==> config.mk <==
export PLATFORM = sky130hd
export DESIGN_NAME = pc_sequencer
export DESIGN_NICKNAME = d
export VERILOG_FILES = /design/src/rtl/pc_sequencer.sv
export SDC_FILE = /design/constraint.sdc
export NUM_CORES = 1
export LEC_CHECK = 0
export ABC_CLOCK_PERIOD_IN_PS = 2800
export CAP_MARGIN = 20
export CORE_MARGIN = 2
export CORE_UTILIZATION = 43
export DETAILED_ROUTE_END_ITERATION = 12
export HOLD_SLACK_MARGIN = 0.15
export PLACE_DENSITY = 0.84
export SLEW_MARGIN = 30
export SYNTH_ARGS = -nofsm -noshare
export SYNTH_HDL_FRONTEND = slang
export SYNTH_SLANG_ARGS = --single-unit
==> constraint.sdc <==
create_clock -name clk -period 2.8 [get_ports clk]
set_input_delay 0.56 -clock clk [delete_from_list [all_inputs] [get_ports clk]]
set_output_delay 0.56 -clock clk [all_outputs]
set_load 0.01 [all_outputs]
==> src/rtl/pc_sequencer.sv <==
// Program-counter sequencer with call/return through an external stack.
// The stack handshake is combinational; pc, state and fault_code are registered.
module pc_sequencer #(
  parameter int                WIDTH     = 8,
  parameter logic [WIDTH-1:0]  RESET_VEC = '0
) (
  input  logic             clk,
  input  logic             clr,
  input  logic             run,
  input  logic [2:0]       op,
  input  logic [WIDTH-1:0] target,
  input  logic             z,
  input  logic [WIDTH-1:0] stk_peek,
  input  logic             stk_full,
  input  logic             stk_not_empty,
  output logic [WIDTH-1:0] pc,
  output logic [WIDTH-1:0] stk_push,
  output logic             stk_en,
  output logic             stk_c,
  output logic             busy,
  output logic             halted,
  output logic [1:0]       fault_code
);

  // state    | meaning
  // RUN      | accepting op when run=1
  // RET_LOAD | second RET cycle: load pc from stk_peek and pop
  // HALT     | stopped until reset; fault_code holds the cause
  typedef enum logic [1:0] {S_RUN, S_RET_LOAD, S_HALT} state_t;

  localparam logic [2:0] OP_NOP  = 3'b000;
  localparam logic [2:0] OP_INC  = 3'b001;
  localparam logic [2:0] OP_JMP  = 3'b010;
  localparam logic [2:0] OP_BRZ  = 3'b011;
  localparam logic [2:0] OP_CALL = 3'b100;
  localparam logic [2:0] OP_RET  = 3'b101;
  localparam logic [2:0] OP_HALT = 3'b110;

  localparam logic [1:0] F_NONE  = 2'b00;
  localparam logic [1:0] F_OVF   = 2'b01;
  localparam logic [1:0] F_UNF   = 2'b10;
  localparam logic [1:0] F_ILL   = 2'b11;

  localparam logic [WIDTH-1:0] ONE = WIDTH'(1);

  state_t           state, state_nxt;
  logic [WIDTH-1:0] pc_nxt;
  logic [WIDTH-1:0] pc_inc;
  logic [1:0]       fault_nxt;

  assign pc_inc = pc + ONE;
  assign busy   = (state == S_RET_LOAD);
  assign halted = (state == S_HALT);

  always_ff @(posedge clk or negedge clr) begin
    if (!clr) begin
      state      <= S_RUN;
      pc         <= RESET_VEC;
      fault_code <= F_NONE;
    end else begin
      state      <= state_nxt;
      pc         <= pc_nxt;
      fault_code <= fault_nxt;
    end
  end

  always_comb begin
    state_nxt = state;
    pc_nxt    = pc;
    fault_nxt = fault_code;
    stk_en    = 1'b0;
    stk_c     = 1'b0;
    stk_push  = pc_inc;
    unique case (state)
      S_RUN: begin
        if (run) begin
          unique case (op)
            OP_NOP: ;
            OP_INC: pc_nxt = pc_inc;
            OP_JMP: pc_nxt = target;
            OP_BRZ: pc_nxt = z ? target : pc_inc;
            OP_CALL: begin
              if (!stk_full) begin
                stk_en = 1'b1;
                stk_c  = 1'b1;
                pc_nxt = target;
              end else begin
                state_nxt = S_HALT;
                fault_nxt = F_OVF;
              end
            end
            // Pop is deferred to RET_LOAD so the stack has a cycle to present stk_peek.
            OP_RET: begin
              if (stk_not_empty) begin
                state_nxt = S_RET_LOAD;
              end else begin
                state_nxt = S_HALT;
                fault_nxt = F_UNF;
              end
            end
            OP_HALT: begin
              state_nxt = S_HALT;
              fault_nxt = F_NONE;
            end
            default: begin
              state_nxt = S_HALT;
              fault_nxt = F_ILL;
            end
          endcase
        end
      end
      S_RET_LOAD: begin
        pc_nxt    = stk_peek;
        stk_en    = 1'b1;
        stk_c     = 1'b0;
        state_nxt = S_RUN;
      end
      S_HALT: ;
      default: state_nxt = S_RUN;
    endcase
    // Keep the stack untouched for the whole time reset is held.
    if (!clr) begin
      stk_en   = 1'b0;
      stk_c    = 1'b0;
      stk_push = '0;
    end
  end

endmodule

---- Word level (Yosys, flattened, before mapping) ----
Cells that the tools add are included.
storage, ports and cells
  register bits after elaboration ......... 12
  input bits .............................. 25
  output and inout bits ................... 22
  word-level logic and storage cells ...... 49
cells by class
  add/sub/neg operators ................... 1
  equality and inequality tests ........... 15
  muxes and demuxes ....................... 21
  bitwise operators ....................... 2
  reduce and logical (&&, ||, !) cells .... 7
operators by type and width
  cell                   count
  $mux W8                4
  $pmux W8 S4            1
  $pmux W8 S2            1
  $mux W2                5
  $eq A3 B3 Y1 const B   3
  $add A8 B1 Y8 const B  1
  $ne A2 B2 Y1 const B   4
  $pmux W2 S4            1
  $reduce_and A4 Y1      2
  $eq A3 B2 Y1 const B   2
  $mux W1                6
  $ne A3 B3 Y1 const B   2
  $pmux W2 S3            1
  $ne A5 B1 Y1 const B   1
  $reduce_and A5 Y1      1
  $pmux W2 S2            1
  $reduce_or A4 Y1       1
  $eq A3 B1 Y1 const B   1
  $logic_not A3 Y1       1
  $eq A2 B1 Y1 const B   1
  $eq A2 B2 Y1 const B   1
  $logic_not A2 Y1       1
  $not A1 Y1             2
  $pmux W1 S2            1
  $reduce_bool A2 Y1     1

---- Logic depth before layout (Yosys ltp) ----
  word-level depth ........................ 5
  depth in mapped cells ................... 7
  depth with buffers taken out ............ 6

---- Least setup slack after synthesis ----
Ideal clock, no wire load.
  path type ............................... input to output
  from .................................... input port op[0]
  to ...................................... output port stk_en
  arrival ................................. 1454 ps
  data required time ...................... 2240 ps
  path slack .............................. 786 ps
  stages on the path ...................... 4
  buffers on the path ..................... 1
  path through ............................ buf_4 -> nor4b_4 -> a21oi_1 -> nor3b_1
between the ends
  longest elaborated chain between the ends .. 5
RTL lines
  element       line  source
  from (decl)   10    input logic [2:0] op,
  $eq A3 B3 Y1  77    unique case (op)
  $mux W1       77
  $mux W1       76    if (run) begin
  $pmux W1 S2   74    unique case (state)
  $mux W1       122   if (!clr) begin
  to (decl)     18    output logic stk_en,
No other way between the ends.

---- Final worst setup path ----
  from .................................... input port op[0]
  to ...................................... output port stk_c
between the ends
  longest elaborated chain between the ends .. 5
RTL lines
  element       line  source
  $eq A3 B3 Y1  77
  $mux W1       77
  $mux W1       76
  $mux W1       74
  $mux W1       122
  to (decl)     19    output logic stk_c,
No other way between the ends.

==> results by stage <==
Floorplanning:
- The die covers 2660 sq um.
- The number of cell rows is 17.
- The placeable core region is between 2000 and 2500 sq um.
- Once the floorplan was initialized, standard cells occupied 44.8% of the core.
- Pin placement for this block handled 47 I/O pins.
- The x dimension of the die is 51.6 microns.
- The die boundary height is 51.6 microns.

STA:
- The clock arrives with 0.00344 ns of skew.
- In the post-route analysis, the smallest setup slack over all paths is 0.0838 ns.
- The setup TNS is 0 ns.
- Counting I/O delays and the setup requirement, the final critical path takes 2.72 ns.
- At the pin with the least slew margin, the transition time is 0.467 ns.
- The final-report hold violation count came to 0.
- Headroom to the max-slew limit came out at 68.5%.
- Based on the critical path, the design can be clocked at up to about 370 MHz.
- The final setup violation count is 0.
- The number of slew-limit violations in the final report is 0.
- Setup repair after global routing left no endpoint under its margin.
- The worst path uses a little over nine tenths of the clock period.

Global routing:
- The total overflow left after global routing is 0.
- Entering global routing, the biggest net connects 23 pins.
- The total track usage is 21.1%.
- The first global-routing pass estimated 4300 microns of wire.
- The via count of the first global-routing pass was approximately 970.
- The number of antenna violations at the first check in global routing is 0.

Yosys:
- Summing the areas of all fa, ha and maj instances in the mapped netlist gives 1.29% of the synthesized area.
- After synthesis, the largest family of logic cells by area is simple AND/OR/NAND/NOR gates.
- The average cell area after synthesis is 9.35 sq um.
- After synthesis, flip-flops and latches occupy 30.9% of the total area.
- Counting flops and latches in the post-synthesis netlist gives 12.
- The number of flops mapped to enable cells by yosys is 0.
- In this run the biggest area consumer among cell types represents 30.9% of the synthesized area.
- The yosys synthesis warning count is 0.
- The number of distinct standard cells referenced by the synthesized netlist is 41.
- The number of standard cells after synthesis is around 100.
- The synthesized netlist net count is 130.
- Summing the areas of all compound-gate instances in the mapped netlist gives 22.5% of the synthesized area.
- The post-synthesis async set-or-reset flop share is 100%.
- After synthesis, the cell types taking the most area are sky130_fd_sc_hd__dfrtp_1 31%, sky130_fd_sc_hd__and2_1 4.5%, sky130_fd_sc_hd__o221ai_1 3.6%, sky130_fd_sc_hd__xnor2_1 3.6%, sky130_fd_sc_hd__nand2_1 3.5%.
- The dominant cell type by area after synthesis is sky130_fd_sc_hd__dfrtp_1.
- Summing the areas of all xor and xnor instances in the mapped netlist gives 5.41% of the synthesized area.
- The mapped cell area is 972 sq um.
- Of the total synthesized cell area, the portion taken by AND, OR, NAND and NOR gates is around 28%.
- The mux share of post-synthesis cell area is 6.56%.
- The prevailing post-synth register cell is sky130_fd_sc_hd__dfrtp_1.

Layout:
- The area growth from synthesis to layout is 58.2%.
- The number of fill cells in the layout is ~190.
- In the final layout, the share of cells above drive strength 1 is 15.2%.
- The most frequent standard cell in the layout excluding fill and tap cells is sky130_fd_sc_hd__clkdlybuf4s50_1.
- The net count of the finished layout is 185.
- Measured on the finished design, the core utilization comes to a little under three quarters.
- In the layout the commonest cells are 45 x sky130_fd_sc_hd__clkdlybuf4s50_1, 12 x sky130_fd_sc_hd__dfrtp_1, 9 x sky130_fd_sc_hd__nand2_1.
- Once layout is complete, the cells apart from fillers number 186.
- The repair_antennas step left the layout with diodes totalling 0.

Critical path:
- The critical setup path kind is input pin to primary output.
- The type of element launching the critical path is an input pin.
- On the critical path, the stage with the largest delay is an instance of sky130_fd_sc_hd__clkdlybuf4s50_1.
- The data arrival time of the critical path is ~2.2 ns.
- Measured in cells, the most critical reg-to-reg path has a length of 5.
- The worst endpoint required time is 2.24 ns.
- The cell occurring most often along the worst timing path is sky130_fd_sc_hd__clkdlybuf4s50_1.
- The nature of the critical path endpoint is a primary output.
- The critical path goes through clkdlybuf4s50_1, or2_4, nor2_1, and3_1, clkdlybuf4s50_1.
- Of all nets on the critical path, the largest fanout is 6.
- The register-to-register setup slack is about 1.2 ns.
- The largest single stage delay on the critical path is 0.53 ns.

Clock network:
- The H-tree depth is 1.
- The clock transition at the register clock pins on the worst setup and hold paths after CTS is 0.08 ns.
- The CTS tree is done.
- Buffers added to address setup during post-CTS repair amount to 0.
- The clock latency on the worst-skew pair is approximately 0.27 ns.
- The post-cts hold buffer count is 0.
- In this run, CTS created clock tree buffers numbering 3.
- The maximum buffer depth of the clock tree is 2.
- The tree built by TritonCTS fans out to 12 sinks.
- The cell at the root of the clock tree is sky130_fd_sc_hd__clkbuf_4.

Placed design:
- At the end of routability-driven placement, the weighted congestion stood at 0.799.
- Before CTS, the worst setup slack after placement is -0.0709 ns.
- The final HPWL from detailed placement is 2050 microns.
- The number of buffer cells added on primary ports is 46.
- The number of placed cells counting well taps is 182.

Route:
- The number of DRC markers in iteration 0 is 12.
- After detailed routing, the number of remaining DRC violations is 0.
- The post-route antenna net violation count is 0.
- After detailed routing, the number of vias per cell comes to 5.48.
- The routed layout has 1020 vias.
- The number of detailed-route iterations in the first pass is 4.
- The final layout contains routed wiring with a total length of around 2600 microns.
- After detailed routing, the average wire length per cell comes to 13.9 microns.

Outcome:
- The run finished with clean final reports.

Flow run:
- Max-cap violations in this run came to 0.

Power:
- The design draws roughly 0.88 mW.
- The static leakage is 0.618 nW.
- IR analysis of the VDD net gives a maximum drop of 447 uV.
- Dividing total power by cell area gives a power density of 571 nW/um^2.

Worst hold path:
- Counting instances, the worst hold path has a depth of 1.
- The min-delay analysis places its worst path in the category flop to flop.
-- stage by stage --
stage | cell area [sq um] | hold slack (ns)
4_1_cts | 1540 | 0.502
2_1_floorplan | 972 | 0.264
3_5_place_dp | 1500 | 0.478
5_1_grt | 1540 | 0.518
3_3_place_gp | 1500 | 0.474
6_report | 1540 | 0.500
-- worst max-delay path: cells and delay by family --
| family | cells | cell delay [ns] |
|---|---|---|
| buffers and inverters | 2 | 1.06 |
| AND/OR/NAND/NOR | 3 | 0.54 |
-- Yosys cell counts, types with 2 or more instances --
library cell               number
sky130_fd_sc_hd__dfrtp_1       12
sky130_fd_sc_hd__nand2_1        9
sky130_fd_sc_hd__and2_1         7
sky130_fd_sc_hd__nor2_1         6
sky130_fd_sc_hd__a21oi_1        5
sky130_fd_sc_hd__nand2b_1       5
sky130_fd_sc_hd__o21ai_0        5
sky130_fd_sc_hd__o221ai_1       4
sky130_fd_sc_hd__xnor2_1        4
sky130_fd_sc_hd__inv_1          3
sky130_fd_sc_hd__mux2_2         3
sky130_fd_sc_hd__mux2i_1        3
sky130_fd_sc_hd__nand3_1        3
sky130_fd_sc_hd__and2b_1        2
sky130_fd_sc_hd__buf_4          2
sky130_fd_sc_hd__buf_6          2
sky130_fd_sc_hd__o211ai_1       2
sky130_fd_sc_hd__o21a_1         2
sky130_fd_sc_hd__or3_1          2
sky130_fd_sc_hd__xor2_1         2
-- timing repair --
action,in CTS,in global routing
resized for setup,1,0
hold endpoints to repair,0,0
endpoints found under the setup margin,1,0
-- final timing paths --
check	startpoint	endpoint
worst max-delay path	op[0]	stk_c
worst min-delay path	fault_code[0]	fault_code[0]
worst max register to register	pc[0]	pc[2]
worst min register to register	fault_code[0]	fault_code[0]
max in group asynchronous	clr	pc[2]
min in group asynchronous	clr	pc[5]
-- sequential cells by signal (all words and copies together) (netlist names) --
name and count:
fault_code 2, state 2, pc 8
-- power breakdown --
group | switching, mW | internal [mW]
sequential | 0.0713 | 0.230
clock | 0.0617 | 0.0790
combinational | 0.163 | 0.273
-- cell type report --
type / count / area [sq um] / area share (%)
inverters: 3 / 11.3 / 0.732
clock buffers: 4 / 36.3 / 2.36
repair buffers: 54 / 532 / 34.6
well taps: 28 / 35.0 / 2.28
flip-flops and latches: 12 / 300 / 19.5
multi-input cells: 85 / 623 / 40.5
-- per-layer routing --
metal	track usage, %	wire length [microns]
met3	3.74	218
met2	38.9	1290
met4	5.26	13
met5	0	0
met1	25.1	1060
-- kinds of logic after synthesis --
family | count (synthesis)
muxes | 6
AOI/OAI and AO/OA | 27
and+or+nand+nor | 45
DFF | 12
xor gates and xnor gates | 6
adders and majority gates | 1
buffers and inverters | 7
(Power assumes the default switching activity.)
